`config.mk`:
```
export PLATFORM = sky130hd
export DESIGN_NAME = hoplite_nic
export DESIGN_NICKNAME = d
export VERILOG_FILES = /design/src/rtl/hoplite_nic.sv
export SDC_FILE = /design/constraint.sdc
export NUM_CORES = 1
export LEC_CHECK = 0
export CORE_UTILIZATION = 54
export CTS_CLUSTER_SIZE = 12
export DETAILED_ROUTE_END_ITERATION = 7
export GPL_TIMING_DRIVEN = 0
export PLACE_DENSITY = 0.84
export RECOVER_POWER = 50
export SYNTH_ARGS = -nofsm -noshare
export SYNTH_HDL_FRONTEND = slang
export SYNTH_SLANG_ARGS = --single-unit
```
`constraint.sdc`:
```
create_clock -name clk -period 14.63 [get_ports clk]
set_input_delay 2.926 -clock clk [delete_from_list [all_inputs] [get_ports clk]]
set_output_delay 2.926 -clock clk [all_outputs]
set_load 0.02 [all_outputs]
```
`src/rtl/hoplite_nic.sv`:
```
// -----------------------------------------------------------------------------
// hoplite_nic
//
// Network interface between a PicoRV32 tile's memory-mapped network ports and
// its Hoplite router.
//
// Transmit side: the core writes destination coordinates, payload words and a
// packet-complete strobe. Each payload word is first held in a one-flit
// staging register, so the "last" bit can still be set by a later complete
// strobe. The staged flit moves into the TX FIFO either when the next word
// arrives or once the stage has been closed. The TX FIFO feeds the router
// injection port.
//
// Receive side: flits ejected by the router go into the RX FIFO. The core
// sees them through the message-input read interface. A counter of buffered
// last-flits tells the core when at least one whole packet has arrived.
//
// Ports
//   clk, reset            : single rising-edge clock, synchronous active-high reset
//   x/y_coord_out(_valid) : destination coordinate writes from the core
//   message_out(_valid)   : payload word write from the core
//   packet_out_complete   : end-of-packet strobe from the core
//   message_out_ready     : core may write a payload word
//   message_in(_valid)    : RX head payload (0 when empty) and RX non-empty
//   message_in_available  : RX holds at least one last=1 flit
//   message_in_read       : pops the RX head
//   pe_out_data/valid     : TX head flit towards the router
//   pe_out_ready          : router accepts the TX head
//   pe_in_data/valid      : ejected flit from the router (no backpressure)
//   tx_overflow           : sticky, a payload word was dropped
//   rx_overflow           : sticky, an ejected flit was dropped
//
// Flit layout, MSB to LSB: {last, dest_y, dest_x, message[31:0]}
// -----------------------------------------------------------------------------
module hoplite_nic #(
    parameter int COORD_BITS = 1,
    parameter int FIFO_DEPTH = 8,
    localparam int FLIT_BITS = 1 + 2 * COORD_BITS + 32
) (
    input  logic                  clk,
    input  logic                  reset,
    input  logic [COORD_BITS-1:0] x_coord_out,
    input  logic                  x_coord_out_valid,
    input  logic [COORD_BITS-1:0] y_coord_out,
    input  logic                  y_coord_out_valid,
    input  logic [31:0]           message_out,
    input  logic                  message_out_valid,
    input  logic                  packet_out_complete,
    output logic                  message_out_ready,
    output logic [31:0]           message_in,
    output logic                  message_in_valid,
    output logic                  message_in_available,
    input  logic                  message_in_read,
    output logic [FLIT_BITS-1:0]  pe_out_data,
    output logic                  pe_out_valid,
    input  logic                  pe_out_ready,
    input  logic [FLIT_BITS-1:0]  pe_in_data,
    input  logic                  pe_in_valid,
    output logic                  tx_overflow,
    output logic                  rx_overflow
);

    localparam int PTR_BITS = $clog2(FIFO_DEPTH);
    localparam int CNT_BITS = PTR_BITS + 1;
    localparam int STG_BITS = FLIT_BITS - 1;

    localparam logic [CNT_BITS-1:0] DEPTH_C  = CNT_BITS'(FIFO_DEPTH);
    localparam logic [CNT_BITS-1:0] CNT_ZERO = {CNT_BITS{1'b0}};
    localparam logic [CNT_BITS-1:0] CNT_ONE  = CNT_BITS'(1);
    localparam logic [PTR_BITS-1:0] PTR_ZERO = {PTR_BITS{1'b0}};
    localparam logic [PTR_BITS-1:0] PTR_ONE  = PTR_BITS'(1);

    // Staging register occupancy: EMPTY, HELD (last=0, may still grow the
    // packet) or CLOSED (last=1, waiting only for TX FIFO space).
    typedef enum logic [1:0] {
        ST_EMPTY  = 2'd0,
        ST_HELD   = 2'd1,
        ST_CLOSED = 2'd2
    } stg_state_e;

    // ---------------------------------------------------------------------
    // Declarations
    // ---------------------------------------------------------------------
    logic [COORD_BITS-1:0] dest_x_r;
    logic [COORD_BITS-1:0] dest_y_r;
    logic [COORD_BITS-1:0] dest_x_s;
    logic [COORD_BITS-1:0] dest_y_s;

    stg_state_e            stg_state_r;
    stg_state_e            stg_state_next_s;
    logic                  stg_valid_s;
    logic                  stg_last_s;
    logic [STG_BITS-1:0]   stg_flit_r;

    logic                  msg_acc_s;
    logic                  msg_drop_s;
    logic                  commit_s;

    logic [FLIT_BITS-1:0]  tx_mem_r [FIFO_DEPTH];
    logic [PTR_BITS-1:0]   tx_wr_ptr_r;
    logic [PTR_BITS-1:0]   tx_rd_ptr_r;
    logic [CNT_BITS-1:0]   tx_count_r;
    logic                  tx_full_s;
    logic                  tx_empty_s;
    logic                  tx_pop_s;

    logic [FLIT_BITS-1:0]  rx_mem_r [FIFO_DEPTH];
    logic [PTR_BITS-1:0]   rx_wr_ptr_r;
    logic [PTR_BITS-1:0]   rx_rd_ptr_r;
    logic [CNT_BITS-1:0]   rx_count_r;
    logic                  rx_full_s;
    logic                  rx_empty_s;
    logic                  rx_push_s;
    logic                  rx_pop_s;
    logic [FLIT_BITS-1:0]  rx_head_s;
    logic                  rx_inc_s;
    logic                  rx_dec_s;
    logic [CNT_BITS-1:0]   rx_packets_r;
    logic                  rx_head_unused_s;

    logic                  tx_overflow_r;
    logic                  rx_overflow_r;

    // ---------------------------------------------------------------------
    // Coordinates: a pulse in the same cycle as a message write takes effect
    // for that message, so the effective coordinate bypasses the register.
    // ---------------------------------------------------------------------
    assign dest_x_s = x_coord_out_valid ? x_coord_out : dest_x_r;
    assign dest_y_s = y_coord_out_valid ? y_coord_out : dest_y_r;

    // Coordinate registers.
    always_ff @(posedge clk) begin
        if (reset) begin
            dest_x_r <= {COORD_BITS{1'b0}};
            dest_y_r <= {COORD_BITS{1'b0}};
        end else begin
            dest_x_r <= dest_x_s;
            dest_y_r <= dest_y_s;
        end
    end

    // ---------------------------------------------------------------------
    // TX control
    // ---------------------------------------------------------------------
    assign tx_full_s         = (tx_count_r == DEPTH_C);
    assign tx_empty_s        = (tx_count_r == CNT_ZERO);
    assign message_out_ready = !stg_valid_s || !tx_full_s;
    assign msg_acc_s         = message_out_valid && message_out_ready;
    assign msg_drop_s        = message_out_valid && !message_out_ready;
    // An accepted message implies FIFO space whenever the stage is occupied,
    // so the full check only matters for a CLOSED stage waiting on its own.
    assign commit_s          = stg_valid_s && !tx_full_s && (msg_acc_s || stg_last_s);
    assign tx_pop_s          = !tx_empty_s && pe_out_ready;

    // Staging FSM: state register.
    always_ff @(posedge clk) begin
        if (reset) begin
            stg_state_r <= ST_EMPTY;
        end else begin
            stg_state_r <= stg_state_next_s;
        end
    end

    // Staging FSM: next-state logic. A new message always re-stages, closed
    // at once when the complete strobe arrives with it.
    always_comb begin
        stg_state_next_s = stg_state_r;
        case (stg_state_r)
            ST_EMPTY: begin
                if (msg_acc_s) begin
                    stg_state_next_s = packet_out_complete ? ST_CLOSED : ST_HELD;
                end else begin
                    stg_state_next_s = ST_EMPTY;
                end
            end
            ST_HELD: begin
                if (msg_acc_s) begin
                    stg_state_next_s = packet_out_complete ? ST_CLOSED : ST_HELD;
                end else if (packet_out_complete && !msg_drop_s) begin
                    stg_state_next_s = ST_CLOSED;
                end else begin
                    stg_state_next_s = ST_HELD;
                end
            end
            ST_CLOSED: begin
                if (msg_acc_s) begin
                    stg_state_next_s = packet_out_complete ? ST_CLOSED : ST_HELD;
                end else if (commit_s) begin
                    stg_state_next_s = ST_EMPTY;
                end else begin
                    stg_state_next_s = ST_CLOSED;
                end
            end
            default: begin
                stg_state_next_s = ST_EMPTY;
            end
        endcase
    end

    // Staging FSM: decoded valid/last flags.
    always_comb begin
        stg_valid_s = 1'b0;
        stg_last_s  = 1'b0;
        case (stg_state_r)
            ST_HELD: begin
                stg_valid_s = 1'b1;
                stg_last_s  = 1'b0;
            end
            ST_CLOSED: begin
                stg_valid_s = 1'b1;
                stg_last_s  = 1'b1;
            end
            default: begin
                stg_valid_s = 1'b0;
                stg_last_s  = 1'b0;
            end
        endcase
    end

    // Staged flit body (dest_y, dest_x, payload) loads on every accepted message.
    always_ff @(posedge clk) begin
        if (reset) begin
            stg_flit_r <= {STG_BITS{1'b0}};
        end else if (msg_acc_s) begin
            stg_flit_r <= {dest_y_s, dest_x_s, message_out};
        end else begin
            stg_flit_r <= stg_flit_r;
        end
    end

    // TX FIFO storage; not reset, the empty gating on the read mux covers it.
    always_ff @(posedge clk) begin
        if (commit_s) begin
            tx_mem_r[tx_wr_ptr_r] <= {stg_last_s, stg_flit_r};
        end
    end

    // TX FIFO pointers and occupancy.
    always_ff @(posedge clk) begin
        if (reset) begin
            tx_wr_ptr_r <= PTR_ZERO;
            tx_rd_ptr_r <= PTR_ZERO;
            tx_count_r  <= CNT_ZERO;
        end else begin
            if (commit_s) begin
                tx_wr_ptr_r <= tx_wr_ptr_r + PTR_ONE;
            end
            if (tx_pop_s) begin
                tx_rd_ptr_r <= tx_rd_ptr_r + PTR_ONE;
            end
            case ({commit_s, tx_pop_s})
                2'b10:   tx_count_r <= tx_count_r + CNT_ONE;
                2'b01:   tx_count_r <= tx_count_r - CNT_ONE;
                default: tx_count_r <= tx_count_r;
            endcase
        end
    end

    assign pe_out_valid = !tx_empty_s;
    assign pe_out_data  = tx_empty_s ? {FLIT_BITS{1'b0}} : tx_mem_r[tx_rd_ptr_r];

    // ---------------------------------------------------------------------
    // RX path
    // ---------------------------------------------------------------------
    assign rx_full_s  = (rx_count_r == DEPTH_C);
    assign rx_empty_s = (rx_count_r == CNT_ZERO);
    assign rx_pop_s   = message_in_read && !rx_empty_s;
    // A same-cycle pop frees the slot the incoming flit needs.
    assign rx_push_s  = pe_in_valid && (!rx_full_s || rx_pop_s);
    assign rx_head_s  = rx_mem_r[rx_rd_ptr_r];
    assign rx_inc_s   = rx_push_s && pe_in_data[FLIT_BITS-1];
    assign rx_dec_s   = rx_pop_s && rx_head_s[FLIT_BITS-1];

    // The core does not see the routing fields of received flits.
    assign rx_head_unused_s = ^rx_head_s[FLIT_BITS-2:32];

    // RX FIFO storage.
    always_ff @(posedge clk) begin
        if (rx_push_s) begin
            rx_mem_r[rx_wr_ptr_r] <= pe_in_data;
        end
    end

    // RX FIFO pointers, occupancy and buffered-packet count.
    always_ff @(posedge clk) begin
        if (reset) begin
            rx_wr_ptr_r  <= PTR_ZERO;
            rx_rd_ptr_r  <= PTR_ZERO;
            rx_count_r   <= CNT_ZERO;
            rx_packets_r <= CNT_ZERO;
        end else begin
            if (rx_push_s) begin
                rx_wr_ptr_r <= rx_wr_ptr_r + PTR_ONE;
            end
            if (rx_pop_s) begin
                rx_rd_ptr_r <= rx_rd_ptr_r + PTR_ONE;
            end
            case ({rx_push_s, rx_pop_s})
                2'b10:   rx_count_r <= rx_count_r + CNT_ONE;
                2'b01:   rx_count_r <= rx_count_r - CNT_ONE;
                default: rx_count_r <= rx_count_r;
            endcase
            case ({rx_inc_s, rx_dec_s})
                2'b10:   rx_packets_r <= rx_packets_r + CNT_ONE;
                2'b01:   rx_packets_r <= rx_packets_r - CNT_ONE;
                default: rx_packets_r <= rx_packets_r;
            endcase
        end
    end

    assign message_in_valid     = !rx_empty_s;
    assign message_in           = rx_empty_s ? 32'h0000_0000 : rx_head_s[31:0];
    assign message_in_available = (rx_packets_r != CNT_ZERO);

    // ---------------------------------------------------------------------
    // Sticky overflow flags
    // ---------------------------------------------------------------------
    // Set on a dropped payload word or a dropped ejected flit; cleared only by reset.
    always_ff @(posedge clk) begin
        if (reset) begin
            tx_overflow_r <= 1'b0;
            rx_overflow_r <= 1'b0;
        end else begin
            tx_overflow_r <= tx_overflow_r | msg_drop_s;
            rx_overflow_r <= rx_overflow_r | (pe_in_valid && !rx_push_s);
        end
    end

    assign tx_overflow = tx_overflow_r;
    assign rx_overflow = rx_overflow_r;

endmodule

```
Yosys cells after proc, flatten, opt, wreduce, memory -nomap -nowiden
Memories as Yosys holds them, arrays and structs flattened. A register that Yosys moved wholly into a read port is not among the register bits.
Index checks and enable logic that the tools add are counted.
- register bits after elaboration: 64
- bits in writable memories: 560
- output and inout port bits: 73
- memories kept: 2
- memories (name ; depth ; width ; read ports ; clocked after memory_dff ; write ports ; RTL line ; RTL):
    rx_mem_r ; 8 ; 35 ; 1 ; 1 ; 1 ; 107 ; logic [FLIT_BITS-1:0] rx_mem_r [FIFO_DEPTH];
    tx_mem_r ; 8 ; 35 ; 1 ; 1 ; 1 ; 99 ; logic [FLIT_BITS-1:0] tx_mem_r [FIFO_DEPTH];
- $add $sub $neg: 10
- eq/ne operators: 10
- muxes and demuxes: 24
- bitwise operators: 2
- reductions and logical operators: 30
- operator list (cell ; count):
    $mux W35 ; 1
    $mux W32 ; 1
    $pmux W4 S2 ; 3
    $add A3 B1 Y3 const B ; 4
    $add A4 B1 Y4 const B ; 3
    $mux W2 ; 6
    $mux W3 ; 4
    $sub A4 B1 Y4 const B ; 3
    $logic_and A1 B1 Y1 ; 11
    $eq A2 B1 Y1 const B ; 4
    $eq A2 B2 Y1 const B ; 4
    $eq A4 B4 Y1 const B ; 2
    $logic_not A1 Y1 ; 8
    $logic_not A4 Y1 ; 2
    $mux W1 ; 8
    $pmux W2 S3 ; 1
    $reduce_bool A2 Y1 ; 3
    $reduce_bool A4 Y1 ; 1
    $logic_or A1 B1 Y1 ; 3
    $logic_not A2 Y1 ; 1
    $or A1 B1 Y1 ; 2
    $reduce_or A2 Y1 ; 1

Logic depth before layout (Yosys ltp)
Gate-level depths: netlist of run 1.
- depth after elaboration: 12
- gate-level depth with buffers: 13
- depth with buffers taken out: 12

Least setup slack after synthesis of run 1
No wires, ideal clock.
- path kind: input to register
- start point: input message_out_valid
- end point: memory tx_mem_r[0][0] (netlist name) (enable)
- library setup time: 0.515 ns
- arrival time: 6.982 ns
- data required time: 14.115 ns
- slack: 7.133 ns
- stages on the path: 5
- buffers on the path: 1
- cell sequence: clkbuf_1 o21ai_0 nor2_1 inv_2 nor4_1
- longest elaborated chain between the ends: 5
- RTL lines (item ; RTL line ; RTL):
    from (decl) ; 47 ; input logic message_out_valid,
    $logic_and A1 B1 Y1 ; 148 ; assign msg_acc_s = message_out_valid && message_out_ready;
    $logic_or A1 B1 Y1 ; 152 ; assign commit_s = stg_valid_s && !tx_full_s && (msg_acc_s || stg_last_s);
    $logic_and A1 B1 Y1 ; 152 ;
    $mux W1 ; 233 ; if (commit_s) begin
    $mux W1 (implied by the code) ; 234 ; tx_mem_r[tx_wr_ptr_r] <= {stg_last_s, stg_flit_r};
    to (decl) ; 99 ;
Every way passes these cells.

==> run metrics, run 1 <==
outcome complete, no violations; P per Cell Area between 150 and 200 nW/µm²; crit path time final 6.23 ns; clock power share just under 30%; DR WL met2 27,300 µm; IO Port Bufs between 100 and 150; EDFF count, synth 544; Seq/Total Area, Yosys ~75%; Tot GR Track Use 23.6%; P_int between 3000 and 4000 µW; logic gate share of total power 25.4%; final setup fails 0; maxcap violations 0; DR WL met3 ~3800 µm; CTS resizes 0; Synth top area share roughly 69%; syn avg cell area 19.2 µm²; routed wire length per instance 24.5 µm; syn nets approximately 1.3k; routed via count 12.5k; Max-slew headroom between 30 and 40%; Max IR drop VDD ~0.00017 V; CP Max Fanout 10; dominant cells by area after synthesis edfxtp_1, mux4_2, dfxtp_1; Metal-1 WL ~19,000 µm; RSZ-0062 raised after global routing no; count of different cell masters after synthesis 45; final net count 1,581; Final Skew roughly 0.022 ns; TritonCTS Buffers 58; fmax around 0.16 GHz; synthesis-to-layout area growth 18.8%; Final period util between 40% and 50%; Final GP Congestion 0.783; hold crit path type reg2reg; top_reg_cell synth edfxtp_1; Post-Place Cells ~2.0k; chip height 211 µm; hold_buf cts 0; post-route ant nets 0; post-DP HPWL around 32,000 µm; flops & latches, synth roughly 610; biggest area consumer among synthesized cells edfxtp_1; initial antenna violation count 6; DRT Pass-1 Iters 7; max-slew violation count 0; Initial Util 54.8%; first-pass GRT wire length approximately 78,000 µm; crit path DAT 3.30 ns; # DRC 0; root buffer cell clkbuf_16; Setup Fix Bufs, Post-CTS 0; total grt overflow 0; clk sinks between 600 and 700; Tot Pwr roughly 4500 µW; clk_lat worst skew ~0.59 ns; Worst EP required between 10 and 15 ns; startpoint types register; switching portion of total power 28.0%; CTS max path bufs 3; TritonCTS clock tree yes; die area approximately 45,000 µm²; Worst-Margin Slew approximately 1.0 ns; Mapped Area approximately 24,000 µm²; Hold Fails Final Rpt 0; Top Ports about 150; FFs w/ async S/R, synth 0%; Final Core Density approximately two thirds; Final Instance Area ~28,000 µm²; total negative slack 0 ns; Synth Instances 1,231; Worst Setup End Kind output pin; Finished Layout Cells about 2.1k; CP Class reg2out; drt total wl ~52,000 µm; switching pwr 1250 µW; vias in the first global route between 10k and 15k; row count 76; Via density around 5.9; H-tree depth 2; Max Used Layer met5; Post-DP Area 26,500 µm²; Core Box Area about 43,000 µm²; ratio of cells with drive above 1 in the final layout 18.8%; leakage between 0.008 and 0.009 µW; Synth Warn # 0; sequential share of power around 45%; Die W between 200 and 250 µm; Worst-path clk slew ~0.06 ns; DR iter-0 viols 1,177; largest net degree at the start of global routing 27
## power groups by stage
stage          logic, µW  registers, µW  clock network (µW)
2_1_floorplan        689           2030                   0
3_3_place_gp        1110           2040                   0
3_5_place_dp        1140           2040                   0
4_1_cts             1160           2010                1340
5_1_grt             1210           2010                1400
6_report            1140           2010                1330
## worst paths after layout
check	from	to	slack [ns]	cells past startpoint
max	register	pe_out_data[3]	8.40	6
min	tx_overflow$_SDFF_PP0_	tx_overflow$_SDFF_PP0_	0.46	2
max reg2reg	register	rx_packets_r[3]$_SDFFE_PP0P_	11.10	11
min reg2reg	tx_overflow$_SDFF_PP0_	tx_overflow$_SDFF_PP0_	0.46	2
## worst max-delay path, cell delays in order (launching register included)
cell,delay (ns)
dfxtp_1,0.30
clkbuf_1,0.39
clkbuf_1,0.65
mux4_2,0.46
mux2i_1,0.23
nor2_1,0.08
clkdlybuf4s50_1,0.59
## metal layers
metal / GRT usage, % / vias to the layer above
li1: - / 5360
met1: 29.7 / 6465
met2: 41.4 / 562
met3: 4.97 / 95
met4: 6.45 / 8
met5: 0 / -
## logic make-up after synthesis
logic type               after synthesis  synth area share [%]
XOR/XNOR                              15                 0.556
AO/OA/AOI/OAI                         67                  1.55
flip-flops                           614                  75.1
buffers and inverters                 80                  1.51
adder cells (fa/ha/maj)               19                  1.07
AND/OR/NAND/NOR                      227                  4.16
multiplexers                         209                  16.1
## state kept, by name, summed over array words and instances, names as in the netlist, named ones only
signal	flops
dest_x_r	1
dest_y_r	1
rx_count_r	4
rx_mem_r	264
rx_overflow	1
rx_packets_r	4
rx_rd_ptr_r	3
rx_wr_ptr_r	3
stg_flit_r	34
stg_state_r	2
tx_count_r	4
tx_mem_r	280
tx_overflow	1
tx_rd_ptr_r	3
tx_wr_ptr_r	3
## placed cells by master (no fill, tap or decap), types with 7 or more instances in the layout
cell               n
buf_1             10
inv_1             13
ha_1              17
mux2i_1           72
dfxtp_1           70
buf_4             18
nor2_1            98
mux4_2           136
clkbuf_16         59
buf_2             15
nand2_1           82
nor3_2             7
a21oi_1           52
clkdlybuf4s50_1  112
xor2_1            11
buf_6             20
dlygate4sd3_1     35
clkbuf_1          63
edfxtp_1         544
## Yosys cell counts (3+ instances only)
| master | n |
|---|---|
| a21oi_1 | 52 |
| buf_1 | 10 |
| buf_2 | 15 |
| buf_6 | 4 |
| clkbuf_1 | 33 |
| dfxtp_1 | 70 |
| edfxtp_1 | 544 |
| ha_1 | 17 |
| inv_1 | 13 |
| mux2i_1 | 72 |
| mux4_2 | 136 |
| nand2_1 | 82 |
| nand2b_1 | 5 |
| nand3_1 | 6 |
| nor2_1 | 104 |
| nor3_1 | 8 |
| nor4_1 | 3 |
| o21ai_0 | 6 |
| o31ai_1 | 3 |
| or4_1 | 3 |
| xnor2_1 | 4 |
| xor2_1 | 11 |
## area by class of cell
cell class | count | area (µm²)
sequential | 614 | 17700
buffer | 65 | 302
multi-input combinational | 537 | 5620
inverter | 15 | 56.3
clock buffer | 87 | 1580
tap | 585 | 732
timing repair buffer | 193 | 2000
fill | 2729 | 15000
antenna | 3 | 7.51
clock inverter | 7 | 35.0
## metrics by stage
| stage | setup WS [ns] | hold WS, ns |
|---|---|---|
| after CTS | 8.35 | 0.467 |
| after global placement | 3.83 | 0.440 |
| after global routing | 8.31 | 0.500 |
| after floorplan | 7.13 | 0.448 |
| after detailed placement | 8.57 | 0.459 |
| final | 8.40 | 0.460 |
No activity file was read; power rests on OpenSTA's default activity.
==> run 2: changes to the inputs <==
--- a/config.mk
+++ b/config.mk
@@ -5,11 +5,11 @@
 export SDC_FILE = /design/constraint.sdc
 export NUM_CORES = 1
 export LEC_CHECK = 0
-export CORE_UTILIZATION = 54
+export CORE_UTILIZATION = 53
 export CTS_CLUSTER_SIZE = 12
 export DETAILED_ROUTE_END_ITERATION = 7
 export GPL_TIMING_DRIVEN = 0
-export PLACE_DENSITY = 0.84
+export PLACE_DENSITY = 0.85
 export RECOVER_POWER = 50
 export SYNTH_ARGS = -nofsm -noshare
 export SYNTH_HDL_FRONTEND = slang
==> constraint.sdc (replaced) <==
create_clock -name clk -period 5.22 [get_ports clk]
set_input_delay 1.044 -clock clk [delete_from_list [all_inputs] [get_ports clk]]
set_output_delay 1.044 -clock clk [all_outputs]
set_load 0.02 [all_outputs]
==> run 2 against run 1 <==
Routed wire length up 2.1%. First-iteration DRC count up 16%. Largest cell class unchanged. Power increased to 2.8 times the previous value. Global-route usage up 0.18 points. Sequential power grew to 2.8 times the previous value. Critical endpoint is now pe_out_data[6]. Critical path depth is the same. Count of clock-buffer cells in the layout stayed put. Sequential share of layout area fell by 0.090 points.
==> run metrics, run 2 (synthesis gave the netlist of run 1 again) <==
outcome complete, no violations; Hold Fails Final Rpt 0 (unchanged); crit path DAT 3.30 ns (about the same); DRT Pass-1 Iters 7 (unchanged); Final GP Congestion 0.791 (+0.94%); TritonCTS Buffers 58 (unchanged); cell mode on critical path clkbuf_1; crit path time final ~4.3 ns; H-tree depth 2 (unchanged); Final Skew 0.0239 ns (+0.00217 ns); Tot GR Track Use 23.8% (+0.18 points); CTS max path bufs 3 (unchanged); Initial Util 54.2% (-0.60 points); startpoint types register; Hold Slack 0.452 ns (-0.00750 ns); hold crit path type reg2reg; Worst EP required 4.18 ns (-7.52 ns); die area 45,400 µm² (+1.9%); routed via count 12.6k (+0.74%); vias in the first global route 13.3k (+2.4%); final net count 1,577 (-0.25%); Top Ports 151 (unchanged); Max IR drop VDD 0.000424 V (+140%); row count 76 (unchanged); Final Instance Area 28,100 µm² (+0.14%); family with the most delay on the worst path buffers and inverters; chip height 213 µm (+0.93%); fmax 0.230 GHz; TritonCTS clock tree yes; Worst Setup End Kind output pin; critical path cell sequence clkbuf_1 > clkbuf_1 > mux4_2 > mux2i_1 > nor2_1 > clkdlybuf4s50_1; Final period util slightly above 80%; Post-DP Area 26,500 µm² (about the same); IO Port Bufs 147 (unchanged); Max stage delay on crit path 0.67 ns (+0.02 ns); hold_buf cts 0 (unchanged); Core Box Area 43,600 µm² (+1.1%); drt total wl 52,700 µm (+2.1%); largest net degree at the start of global routing 27 (unchanged); P per Cell Area 448 nW/µm² (+180%); initial antenna violation count 5 (-1); Top reg by flops tx_mem_r; clk_lat worst skew 0.62 ns (+0.03 ns); CP Class reg2out; Worst-path clk slew 0.06 ns (about the same); total grt overflow 0 (unchanged); CP Max Fanout 10 (unchanged); clk sinks 614 (unchanged); post-DP HPWL 32,500 µm (+0.73%); final setup fails 0 (unchanged); Largest regs tx_mem_r x280, rx_mem_r x264, stg_flit_r x34; max reg flops 280 (unchanged); root buffer cell clkbuf_16; CTS resizes 0 (unchanged); DR iter-0 viols 1,369 (+16%); first-pass GRT wire length 78,300 µm (+0.99%); Tot Pwr 12,600 µW (+180%); Worst-Margin Slew 1.39 ns (+0.348 ns); RSZ-0062 raised after global routing no; Setup Fix Bufs, Post-CTS 0 (unchanged); ratio of cells with drive above 1 in the final layout 18.5% (-0.28 points); # DRC 0 (unchanged); maxcap violations 0 (unchanged); most frequent cells in the layout edfxtp_1, mux4_2, clkdlybuf4s50_1; Die W 213 µm (+0.93%); synthesis-to-layout area growth 19.0%; CP max stage cell clkdlybuf4s50_1; Via density 5.99 (+0.94%); Max-slew headroom 6.64% (-24 points); routed wire length per instance 25.1 µm (+2.3%); most common cell after layout, fill and taps aside edfxtp_1; post-route ant nets 0 (unchanged); leakage 0.00892 µW (+0.26%); Final Core Density 64.5% (-0.62 points); Worst Path Buf+Inv 3 (unchanged); max-slew violation count 0 (unchanged)
run 2: path summary, 6_finish.rpt:
path                               start                           end  slack [ns]  cells after the start
setup / recovery                register                pe_out_data[6]        0.88                      6
hold / removal    tx_overflow$_SDFF_PP0_        tx_overflow$_SDFF_PP0_        0.45                      2
setup reg to reg                register  rx_packets_r[3]$_SDFFE_PP0P_        1.82                     11
hold reg to reg   tx_overflow$_SDFF_PP0_        tx_overflow$_SDFF_PP0_        0.45                      2
run 2: worst min-delay path, stage by stage, from the launching register on:
cell and delay (ns):
dfxtp_1 0.31, inv_1 0.05, a21oi_1 0.05
run 2: layer usage:
metal | part of all wire [%] | up-vias | global-route usage (%)
met3 | 7.7 | 118 | 4.68
met1 | 36 | 6463 | 28.6
met2 | 53 | 642 | 42.3
met5 | 0.10 | - | 0
li1 | - | 5352 | -
met4 | 3.0 | 8 | 9.08
run 2: where the power goes:
part	leakage, µW	internal [µW]	total, µW	switching, µW
logic	0.00258	1440	3190	1760
registers	0.00555	5510	5620	111
clock network	0.000794	2090	3790	1700
run 2: through the flow:
stage | setup WS (ns) | std cells | setup TNS [ns]
4_1_cts | 0.850 | 2099 | 0
6_report | 0.878 | 2102 | 0
5_1_grt | 0.758 | 2099 | 0
3_5_place_dp | 1.18 | 2005 | 0
2_1_floorplan | 0.0759 | 1231 | 0
3_3_place_gp | -3.49 | 1963 | -640.50
run 2: layout make-up:
class	count	area, µm²
Clock inverter	7	51.3
Sequential cell	614	17700
Fill cell	2872	15400
Clock buffer	87	1600
Inverter	15	56.3
Multi-Input combinational cell	537	5610
Buffer	65	302
Tap cell	585	732
Timing Repair Buffer	189	2020
Antenna cell	3	7.51
